===== src/rtl/led_pattern_sequencer_if.sv =====
// Valid/ready pattern channel between the sequencer and the LED serial driver.
interface led_pattern_sequencer_if;
  logic [3:0] out_data;
  logic       out_valid;
  logic       out_ready;

  modport master (output out_data, output out_valid, input out_ready);
  modport slave  (input out_data, input out_valid, output out_ready);
endinterface


===== src/rtl/led_pattern_sequencer.sv =====
// 4-bit LED pattern generator: debounced mode button, programmable step rate,
// patterns offered over a valid/ready handshake that never withdraws an offer.
module led_pattern_sequencer #(
  parameter int TICK_DIV        = 500000,
  parameter int DEBOUNCE_CYCLES = 50000
) (
  input  logic                     CLOCK_5,
  input  logic                     reset,
  input  logic                     btn_mode,
  input  logic                     run,
  led_pattern_sequencer_if.master  drv,
  output logic [1:0]               mode,
  output logic [7:0]               step_count
);
  typedef enum logic [1:0] {IDLE, OFFER, WAIT} state_t;

  state_t      state, state_n;
  logic        sync1, sync2, db_level, db_prev, press;
  logic [19:0] db_cnt;
  logic [23:0] tick, tick_n;
  logic [3:0]  data_q, data_n, pattern, pattern_n, adv;
  logic        dir_down, dir_n, reload, reload_n;
  logic [1:0]  mode_n;
  logic [7:0]  step_n;

  function automatic logic [3:0] seed(input logic [1:0] m);
    return (m == 2'd1 || m == 2'd2) ? 4'b0001 : 4'b0000;
  endfunction

  // Button: 2-FF synchronizer, then require DEBOUNCE_CYCLES stable cycles.
  always_ff @(posedge CLOCK_5 or posedge reset) begin
    if (reset) begin
      sync1    <= 1'b0;
      sync2    <= 1'b0;
      db_level <= 1'b0;
      db_prev  <= 1'b0;
      db_cnt   <= '0;
    end else begin
      sync1   <= btn_mode;
      sync2   <= sync1;
      db_prev <= db_level;
      if (sync2 != db_level) begin
        if (db_cnt == 20'(DEBOUNCE_CYCLES - 1)) begin
          db_level <= sync2;
          db_cnt   <= '0;
        end else begin
          db_cnt <= db_cnt + 20'd1;
        end
      end else begin
        db_cnt <= '0;
      end
    end
  end

  assign press = db_level & ~db_prev;

  always_comb begin
    adv = pattern;
    case (mode)
      2'd0: adv = pattern + 4'd1;
      2'd1: adv = {pattern[2:0], pattern[3]};
      2'd2: adv = dir_down ? (pattern >> 1) : (pattern << 1);
      default: adv = ~pattern;
    endcase
  end

  always_comb begin
    state_n   = state;
    data_n    = data_q;
    pattern_n = pattern;
    dir_n     = dir_down;
    tick_n    = tick;
    reload_n  = reload;
    step_n    = step_count;
    mode_n    = mode;
    if (press) begin
      mode_n    = mode + 2'd1;
      pattern_n = seed(mode + 2'd1);
      dir_n     = 1'b0;
      tick_n    = '0;
      step_n    = '0;
      reload_n  = 1'b1;
    end
    case (state)
      IDLE: begin
        // Pattern already holds the seed here, so no reload is needed.
        reload_n = 1'b0;
        if (run) begin
          state_n = OFFER;
          data_n  = pattern_n;
        end
      end
      OFFER: begin
        if (drv.out_ready) begin
          tick_n = '0;
          if (reload || press) begin
            // The accepted pattern belonged to the old mode; WAIT sees reload
            // and offers the seed one cycle later with valid low in between.
            step_n   = '0;
            reload_n = 1'b1;
            state_n  = WAIT;
          end else begin
            step_n  = step_count + 8'd1;
            state_n = run ? WAIT : IDLE;
          end
        end
      end
      WAIT: begin
        if (reload) begin
          state_n  = OFFER;
          data_n   = pattern_n;
          reload_n = 1'b0;
          tick_n   = '0;
        end else if (!run) begin
          state_n = IDLE;
          tick_n  = '0;
        end else if (press) begin
          state_n  = OFFER;
          data_n   = pattern_n;
          reload_n = 1'b0;
        end else if (tick == 24'(TICK_DIV - 1)) begin
          state_n   = OFFER;
          pattern_n = adv;
          data_n    = adv;
          tick_n    = '0;
          if (mode == 2'd2 && adv == 4'b1000) dir_n = 1'b1;
          if (mode == 2'd2 && adv == 4'b0001) dir_n = 1'b0;
        end else begin
          tick_n = tick + 24'd1;
        end
      end
      default: state_n = IDLE;
    endcase
  end

  always_ff @(posedge CLOCK_5 or posedge reset) begin
    if (reset) begin
      state      <= IDLE;
      data_q     <= '0;
      pattern    <= '0;
      dir_down   <= 1'b0;
      tick       <= '0;
      reload     <= 1'b0;
      step_count <= '0;
      mode       <= '0;
    end else begin
      state      <= state_n;
      data_q     <= data_n;
      pattern    <= pattern_n;
      dir_down   <= dir_n;
      tick       <= tick_n;
      reload     <= reload_n;
      step_count <= step_n;
      mode       <= mode_n;
    end
  end

  assign drv.out_valid = (state == OFFER);
  assign drv.out_data  = data_q;
endmodule


===== src/flat_wrapper.sv =====
// flat-port wrapper written by rule: the top's interface ports become plain ports
module led_pattern_sequencer_flat 
#(
  parameter int TICK_DIV        = 500000,
  parameter int DEBOUNCE_CYCLES = 50000
)
  (CLOCK_5, reset, btn_mode, run, mode, step_count, drv_out_data, drv_out_valid, drv_out_ready);
  led_pattern_sequencer_if drv_i ();
  input  logic CLOCK_5;
  input  logic reset;
  input  logic btn_mode;
  input  logic run;
  output logic [1:0] mode;
  output logic [7:0] step_count;
  output wire logic [$bits(drv_i.out_data)-1:0] drv_out_data;
  output wire logic [$bits(drv_i.out_valid)-1:0] drv_out_valid;
  input wire logic [$bits(drv_i.out_ready)-1:0] drv_out_ready;
  assign drv_out_data = drv_i.out_data;
  assign drv_out_valid = drv_i.out_valid;
  assign drv_i.out_ready = drv_out_ready;
  led_pattern_sequencer #(.TICK_DIV(TICK_DIV), .DEBOUNCE_CYCLES(DEBOUNCE_CYCLES)) u_core (.CLOCK_5(CLOCK_5), .reset(reset), .btn_mode(btn_mode), .run(run), .drv(drv_i), .mode(mode), .step_count(step_count));
endmodule

===== config.mk =====
export PLATFORM = sky130hd
export DESIGN_NAME = led_pattern_sequencer_flat
export DESIGN_NICKNAME = d
export VERILOG_FILES = /design/src/rtl/led_pattern_sequencer_if.sv /design/src/rtl/led_pattern_sequencer.sv /design/src/flat_wrapper.sv
export SDC_FILE = /design/constraint.sdc
export NUM_CORES = 1
export LEC_CHECK = 0
export ABC_AREA = 1
export BUFFER_PORTS_ARGS = -buffer_cell sky130_fd_sc_hd__buf_4
export CAP_MARGIN = 40
export CELL_PAD_IN_SITES_DETAIL_PLACEMENT = 1
export CELL_PAD_IN_SITES_GLOBAL_PLACEMENT = 1
export CORE_MARGIN = 5
export CORE_UTILIZATION = 42
export CTS_CLUSTER_SIZE = 14
export DETAILED_ROUTE_END_ITERATION = 6
export MAX_ROUTING_LAYER = met4
export PLACE_DENSITY_LB_ADDON = 0.1
export SLEW_MARGIN = 20
export SYNTH_ARGS = -nofsm -noshare
export SYNTH_HDL_FRONTEND = slang
export SYNTH_SLANG_ARGS = --single-unit
export TNS_END_PERCENT = 1

===== constraint.sdc =====
create_clock -name CLOCK_5 -period 3.6 [get_ports CLOCK_5]
set_input_delay 0.54 -clock CLOCK_5 [delete_from_list [all_inputs] [get_ports CLOCK_5]]
set_output_delay 0.54 -clock CLOCK_5 [all_outputs]
set_load 0.005 [all_outputs]

# Yosys cells after proc, flatten, opt, wreduce, memory -nomap -nowiden
# Cells that the tools add are included.
word_totals:
  reg_bits: 70
  inputBits: 5
  out_inout_bits: 15
  word_cells: 99
op_classes:
  addsub: 5
  eq_ne: 16
  mux: 52
  bitwise_logic: 3
  n_reduce_logical: 10
op_table:
  columns: ["cell", "n"]
  rows:
  - ["24-bit 2-to-1 mux", 6]
  - ["4-bit 2-to-1 mux", 12]
  - ["24-bit case mux with 2 select lines", 1]
  - ["20-bit 2-to-1 mux", 2]
  - ["8-bit 2-to-1 mux", 4]
  - ["24-bit by 1-bit adder with 24-bit output (second input constant)", 1]
  - ["24-bit by 19-bit == test with 1-bit output (second input constant)", 1]
  - ["20-bit by 1-bit adder with 20-bit output (second input constant)", 1]
  - ["20-bit by 16-bit == test with 1-bit output (second input constant)", 1]
  - ["2-bit 2-to-1 mux", 8]
  - ["1-bit 2-to-1 mux", 15]
  - ["4-bit case mux with 3 select lines", 1]
  - ["8-bit by 1-bit adder with 8-bit output (second input constant)", 1]
  - ["4-bit case mux with 2 select lines", 1]
  - ["2-bit by 1-bit == test with 1-bit output (second input constant)", 3]
  - ["2-bit == test (second input constant)", 3]
  - ["2-bit case mux with 3 select lines", 1]
  - ["5-bit by 2-bit != test with 1-bit output (second input constant)", 1]
  - ["4-bit by 1-bit adder with 4-bit output (second input constant)", 1]
  - ["4-bit by 1-bit == test with 1-bit output (second input constant)", 1]
  - ["4-bit == test (second input constant)", 1]
  - ["2-bit zero test", 2]
  - ["4-bit by 1-bit != test with 1-bit output (second input constant)", 1]
  - ["4-bit inverter", 1]
  - ["14 further kinds", 16]

# Logic depth before layout (Yosys ltp)
# Gate-level depths: netlist of the first run.
depth:
  word_depth: 11
  mapped_depth: 12
  mapped_depth_nobuf: 12

# Worst setup path after synthesis of the first run
# OpenSTA, ideal clock, no wires.
synth_path:
  path_kind: "register to register"
  from: "register u_core.state[1]"
  to: "register u_core.tick[11]"
  setup_ns: 0.082
  t_arrival_ns: 1.581
  t_required_ns: 3.518
  path_slack_ns: 1.937
  path_stages_with_launch: 9
  n_path_buf: 1
  period_less_slack_ns: 1.663
  cell_sequence: "dfrtp_1 -> inv_1 -> ha_1 -> inv_1 -> or2_1 -> a21oi_4 -> inv_2 -> buf_2 -> o22ai_1"
synth_between:
  elab_chain_cells: 2
  word_cells_on_any_way: 3
  classes_between: "eq/ne (2); mux (1)"
synth_rtl:
  columns: ["element", "line_no", "source"]
  rows:
  - ["start: declaration", "led_pattern_sequencer.sv:17", "state_t state, state_n;"]
  - ["start signal: assignment", "led_pattern_sequencer.sv:147", "state <= state_n;"]
  - ["2-bit by 1-bit == test with 1-bit output", null, null]
  - ["named net drv_out_valid", "flat_wrapper.sv:16", "output wire logic [$bits(drv_i.out_valid)-1:0] drv_out_valid;"]
  - ["24-bit case mux with 2 select lines", "led_pattern_sequencer.sv:84", "case (state)"]
  - ["named net u_core.tick_n[11]", "led_pattern_sequencer.sv:20", "logic [23:0] tick, tick_n;"]
  - ["end signal: assignment", "led_pattern_sequencer.sv:151", "tick <= tick_n;"]
  - ["end: declaration", "led_pattern_sequencer.sv:20", null]
# The timed path passes the listed nets, and every way through them passes these cells.
# A chain may end at the register's enable or synchronous reset.

# Worst setup path after layout of the first run
layout_path:
  from: "register u_core.state[0]"
  to: "register u_core.tick[22]"
layout_between:
  elab_chain_cells: 2
  word_cells_on_any_way: 3
  classes_between: "eq/ne (2); mux (1)"
layout_rtl:
  columns: ["element", "line_no"]
  rows:
  - ["2-bit == test or 2-bit by 1-bit == test with 1-bit output (tied branches)", "led_pattern_sequencer.sv:84"]
  - ["24-bit case mux with 2 select lines *", "led_pattern_sequencer.sv:84"]
  - ["named net u_core.tick_n[22]", "led_pattern_sequencer.sv:20"]
# The timed path passes the listed nets; every way through them passes the cells marked *.

==> results of run 1 <==
==> registers in the layout, indices dropped and copies added (netlist names), 2 cells and up <==
signal	count
u_core.state	2
u_core.step_count	8
u_core.db_cnt	20
u_core.mode	2
u_core.drv.out_data	4
u_core.tick	24
u_core.pattern	4
==> cell usage after synthesis (7+ instances only) <==
cell / instances
o21ai_0: 24
xor2_1: 18
inv_2: 8
nor3_1: 13
nand4_1: 15
nand2_2: 10
nor2_2: 7
o21ai_2: 8
nand2_1: 119
dfrtp_1: 70
nor2_1: 66
ha_1: 13
inv_1: 79
o22ai_1: 10
a21oi_1: 18
nand3_1: 33
==> layout make-up <==
cell class                      instances  area (µm²)  area share (%)
Sequential cell                        70        1750            35.8
Timing Repair Buffer                   21         158            3.22
Clock buffer                           10         128            2.61
Tap cell                              136         170            3.47
Clock inverter                          6        70.1            1.43
Inverter                               88         335            6.85
Multi-Input combinational cell        408        2290            46.7
==> layer usage <==
layer  vias to the layer above  global-route usage, %
li1                       1913                      -
met2                        48                   33.8
met3                        15                   3.29
met1                      1921                   24.6
met5                         -                      -
met4                         0                   5.21
==> power groups by stage <==
stage / sequential [W] / combinational [W] / clock, W
after global routing: 0.000944 / 0.000708 / 0.000715
final: 0.000928 / 0.000625 / 0.000657
after global placement: 0.000939 / 0.000613 / 0
after floorplan: 0.000933 / 0.000415 / 0
after detailed placement: 0.000946 / 0.000634 / 0
after CTS: 0.000930 / 0.000635 / 0.000675
==> path summary, 6_finish.rpt <==
| kind | slack [ns] | endpoint | start |
|---|---|---|---|
| min in group CLOCK_5 | 0.29 | u_core.sync1$_DFF_PP0_ | btn_mode |
| setup / recovery | 1.58 | u_core.tick[22]$_DFF_PP0_ | u_core.state[0]$_DFFE_PP0P_ |
| setup reg to reg | 1.58 | u_core.tick[22]$_DFF_PP0_ | u_core.state[0]$_DFFE_PP0P_ |
| hold / removal | 0.28 | u_core.db_cnt[1]$_DFF_PP0_ | reset |
| max in group asynchronous | 2.54 | u_core.mode[1]$_DFFE_PP0P_ | reset |
| hold reg to reg | 0.38 | u_core.sync2$_DFF_PP0_ | u_core.sync1$_DFF_PP0_ |
==> per-stage QoR <==
step / util (%) / worst slack [ns] / instances / hold slack [ns]
after floorplan: - / 1.29 / 570 / 0.331
after global placement: 45.7 / 1.68 / 723 / 0.359
after detailed placement: 45.7 / 1.58 / 723 / 0.358
after CTS: 47.7 / 1.56 / 739 / 0.273
after global routing: 47.7 / 1.38 / 739 / 0.266
final: 47.7 / 1.58 / 739 / 0.282
==> logic make-up after synthesis <==
logic type / share of synthesized area [%]
AND/OR/NAND/NOR: 32.3
adder cells (fa/ha/maj): 3.70
AO/OA/AOI/OAI: 11.1
flip-flops: 39.8
XOR/XNOR: 4.78
buffers and inverters: 8.27
==> flow_summary_export.csv, run 1 <==
group,metric,value,unit
clocking,cts_tree,"yes",
grt,grtUsageTotal,19.9,%
clocking,clk_pin_slew_worst_paths,0.09,ns
place,dpl.hpwl,8830,µm
setup_path,cp.depth,10,
power,clkPwrFrac,29.7,%
layout,nNetsFinal,616,
grt,grt_first_pass_wirelength,20000,µm
place,place_congestion,0.903,
power,finalPower,0.00221,W
grt,grt_pass1_vias,4161,
timing,rsz0062_at_grt,"false",
timing,worstMarginPinSlew,0.688,ns
timing,layout_min_cycle_time,2.02,ns
logic_synthesis,synth.area.top_cells,"dfrtp_1 40%, nand2_1 10%, inv_1 6.7%, nor2_1 5.6%, nand3_1 3.8%",
setup_path,arrival,2.29,ns
logic_synthesis,synth.distinct_cells,42,
timing,timing.final.max_slew_violations,0,
grt,grt_overflow_total,0,
die,die_width,112,µm
die,core_area,0.0103,mm²
logic_synthesis,postSynthAreaPerCell,7.72,µm²
job,maxCapViolCount,0,
die,io_pins,20,
logic_synthesis,synth-seq-cells,70,
setup_path,cpPeakStageDelay,0.41,ns
route,vias_per_cell,5.27,
setup_path,path_buf_inv,3,
worst_hold_path,hp-class,"primary input to asynchronous set/reset pin",
layout,fill_cells,1340,
timing,final-setup-viol-count,0,
route,drt-initial-drc-count,198,
power,seqPwrFrac,42.0,%
logic_synthesis,yosysWarnings,0,
logic_synthesis,synth_edf_count,0,
grt,grt_max_degree,34,
logic_synthesis,netlist_instances,570,
power,power.internal,0.00141,W
die,die_area,0.0126,mm²
logic_synthesis,yosys.area.top_type,"dfrtp_1",
logic_synthesis,syn-num-nets,588,
place,io_buffer_count,19,
setup_path,worst_setup_path_start_kind,"register",
power,switching_share,36.4,%
clocking,cts_resized,0,
power,ir_drop,0.210,mV
logic_synthesis,synth.top_cell.area_share,39.8,%
clocking,clock_path_buffers,2,
route,drc,0,
setup_path,crit_family,"simple AND/OR/NAND/NOR gates",
route,route.met3.wl,314,µm
timing,fin_crit_sh,56.1,%
timing,maxSlewHeadroom,54.1,%
die,rows,37,
die,start_util,42.8,%
layout,final_cell_mix,"119 x nand2_1, 78 x inv_1, 70 x dfrtp_1, 66 x nor2_1, 33 x nand3_1",
route,topRoutingLayerUsed,"met4",
setup_path,ff2ff_path_depth,10,
layout,fin_area,0.00490,mm²
clocking,htree_levels,3,
setup_path,crit_chain,"inv_1 -> ha_1 -> inv_1 -> nor2_4 -> nand2_2 -> nor2_4 -> nand3_4 -> inv_2 -> nand2_1 -> o21ai_0",
layout,diodes,0,
route,first_pass_iters,4,
layout,area_delta_synth_final,11.3,%
power,leakage,2.23,nW
layout,final_common_cell,"nand2_1",
timing,hold_viol,0,
die,die_h,112,µm
clocking,hold_buffers,0,
route,vias,3897,
logic_synthesis,ys_seq_area_share,39.8,%
power,p_sw,0.000805,W
setup_path,cp-end-kind,"register",
power,powerDensity,451,mW/mm²
timing,finalSetupTns,0,ns
run_status,status,"finished clean",
clocking,insertion_delay,0.36,ns
route,dr_wl_met2,5750,µm
logic_synthesis,synth-main-ff-cell,"dfrtp_1",
power,combPwrFrac,28.3,%
place,placed_area,0.00470,mm²
timing,clock.fmax,0.495,GHz
logic_synthesis,synthArstFlopShare,100,%
clocking,cts_made_buffers,9,
clocking,postCtsSetupRepairBufs,0,
setup_path,cp_slowest_cell,"dfrtp_1",
route,final_antenna_net_count,0,
layout,layout-drive-gt1-share,16.1,%
route,routed_wl,11400,µm
setup_path,cp.required,3.87,ns
clocking,cts.sinks,70,
route,wl_met1,5200,µm
setup_path,critPathMaxFanout,13,
setup_path,crit_type,"register to register",
grt,antenna_found_initial,0,
clocking,cts-root-buf,"clkbuf_8",
route,wl_per_cell,15.4,µm
timing,skew,0.00921,ns
logic_synthesis,syn_area,0.00440,mm²
(Power assumes the default switching activity.)
==> run 2, diff against run 1 <==
- clock period: 3.6 -> 1.9 ns (I/O delays scaled with it)
==> run 2 against run 1 <==
Against the previous run: first-iteration DRC count up 27%; total power up 91%; flip-flop and latch count unchanged; combinational power up 110%.
==> flow_summary_export.csv, run 2 (synthesis gave the netlist of run 1 again) <==
group,metric,value,unit
layout,area_delta_synth_final,14.7,%
power,p_sw,0.00159,W
clocking,cts-root-buf,"clkbuf_8",
layout,final_cell_mix,"119 x nand2_1, 78 x inv_1, 70 x dfrtp_1, 64 x nor2_1",
grt,grt_max_degree,24,
layout,layout-drive-gt1-share,18.9,%
setup_path,cpMostUsedCell,"inv_1",
grt,top_usage_layer,"met2",
grt,grt_overflow_total,0,
power,ir_drop,0.464,mV
setup_path,worst_setup_path_start_kind,"register",
layout,reg_top3,"u_core.tick: 24 flops, u_core.db_cnt: 20 flops, u_core.step_count: 8 flops",
clocking,cts_tree,"yes",
die,io_pins,20,
clocking,clock_path_buffers,2,
setup_path,critPathMaxFanout,5,
place,place_congestion,0.895,
grt,grt_pass1_vias,4225,
power,power.internal,0.00264,W
grt,antenna_found_initial,0,
job,maxCapViolCount,0,
die,core_area,0.0103,mm²
layout,utilization,49.1,%
power,leakage,2.29,nW
setup_path,cp_slowest_cell,"dfrtp_1",
die,start_util,42.8,%
worst_hold_path,hp-class,"primary input to register",
setup_path,cp-end-kind,"register",
die,die_width,112,µm
power,finalPower,0.00423,W
route,vias_per_cell,5.21,
timing,hold_viol,0,
die,die_area,0.0126,mm²
timing,skew,0.00655,ns
grt,use_met1,26.3,%
setup_path,arrival,2.03,ns
power,switching_share,37.6,%
place,io_buffer_count,19,
layout,final_common_cell,"nand2_1",
route,routed_wl,11700,µm
clocking,cts.sinks,70,
place,place_ws,0.0573,ns
clocking,insertion_delay,0.36,ns
timing,layout_min_cycle_time,1.79,ns
power,powerDensity,837,mW/mm²
timing,fin_crit_sh,94.0,%
power,clkPwrFrac,27.6,%
grt,grt_first_pass_wirelength,20500,µm
clocking,htree_levels,3,
place,dpl.hpwl,8960,µm
power,seqPwrFrac,41.7,%
grt,use_met2,32.8,%
route,drc,0,
timing,fin_ws,0.115,ns
layout,largest_reg_flops,24,
timing,finalSetupTns,0,ns
timing,final-setup-viol-count,0,
layout,nNetsFinal,631,
timing,clock.fmax,0.560,GHz
route,vias,3928,
power,combPwrFrac,30.8,%
setup_path,cp.required,2.14,ns
route,final_antenna_net_count,0,
clocking,cts_made_buffers,9,
timing,timing.final.max_slew_violations,0,
clocking,clk_pin_slew_worst_paths,0.08,ns
die,rows,37,
grt,grtUsageTotal,20.3,%
timing,worstMarginPinSlew,0.533,ns
timing,maxSlewHeadroom,64.4,%
timing,rsz0062_at_grt,"true",
die,die_h,112,µm
route,wl_per_cell,15.5,µm
route,first_pass_iters,4,
layout,diodes,0,
setup_path,crit_chain,"inv_1 -> ha_1 -> inv_1 -> nor2_4 -> inv_1 -> nor2_4 -> nand2_2 -> nand2_2 -> clkinv_4 -> nor2_1 -> a31oi_2",
layout,fill_cells,1332,
route,drt-initial-drc-count,252,
run_status,status,"finished clean",
setup_path,crit_type,"register to register",
layout,top_register,"u_core.tick",
setup_path,cpPeakStageDelay,0.41,ns
grt,use_met3,3.45,%
[run 2: cell types whose count changed in the layout (fill, tap and decap cells not counted), moves of 2 or more]
cell	delta
buf_4	+12
clkinv_4	-2
clkinvlp_4	+4
ha_1	-2
ha_2	+2
inv_2	-2
nor2_1	-2
nor2_4	+3
[run 2: metrics by stage]
| stage | area (µm²) | hold WS, ns | std cells |
|---|---|---|---|
| finish | 5050 | 0.0271 | 754 |
| global route | 5050 | 0.00861 | 754 |
| CTS | 5010 | 0.0139 | 753 |
| detailed placement | 4810 | 0.360 | 736 |
| global placement | 4810 | 0.360 | 736 |
| floorplan | 4410 | 0.316 | 570 |
[run 2: worst max-delay path, delay by kind of cell, from the launching register on]
| kind | cells | cell delay, ns |
|---|---|---|
| buffers and inverters | 4 | 0.41 |
| AO/OA/AOI/OAI | 1 | 0.05 |
| adder cells (fa/ha/maj) | 1 | 0.18 |
| AND/OR/NAND/NOR | 5 | 0.61 |
| flip-flops | 1 | 0.41 |
[run 2: worst paths after layout]
| path | start | endpoint | slack (ns) | cells after the start |
|---|---|---|---|---|
| min in group asynchronous | reset | u_core.db_cnt[0]$_DFF_PP0_ | 0.53 | 3 |
| min | btn_mode | u_core.sync1$_DFF_PP0_ | 0.03 | 1 |
| max in group asynchronous | reset | u_core.tick[9]$_DFF_PP0_ | 0.75 | 4 |
| max reg2reg | u_core.state[0]$_DFFE_PP0P_ | u_core.drv.out_data[1]$_DFFE_PP0P_ | 0.11 | 11 |
| max | u_core.state[0]$_DFFE_PP0P_ | u_core.drv.out_data[1]$_DFFE_PP0P_ | 0.11 | 11 |
| min reg2reg | u_core.sync1$_DFF_PP0_ | u_core.sync2$_DFF_PP0_ | 0.38 | 0 |
[run 2: final cells by class]
type	instances	area (µm²)	area share, %
Clock buffer	10	138	2.73
Clock inverter	6	45.0	0.892
Inverter	88	342	6.76
Multi-Input combinational cell	408	2310	45.8
Sequential cell	70	1750	34.7
Tap cell	136	170	3.37
Timing Repair Buffer	36	289	5.72
[run 2: power groups by stage]
stage | combinational (W) | sequential [W] | clock [W]
after detailed placement | 0.00128 | 0.00179 | 0
final | 0.00130 | 0.00176 | 0.00116
after global placement | 0.00125 | 0.00178 | 0
after floorplan | 0.000786 | 0.00177 | 0
after CTS | 0.00130 | 0.00176 | 0.00119
after global routing | 0.00145 | 0.00178 | 0.00127
[run 2: metal layers]
layer / up-vias / routed length [µm]
met4: 0 / 149
li1: 1945 / -
met5: - / 0
met1: 1929 / 5520
met3: 15 / 295
met2: 39 / 5750
[run 2: what timing repair did]
action / 4_1_cts / 5_1_grt
resized for setup: 0 / 11
hold buffers: 1 / 0
setup buffers: 0 / 1
endpoints found under the setup margin: 0 / 16
endpoints found under the hold margin: 20 / 0
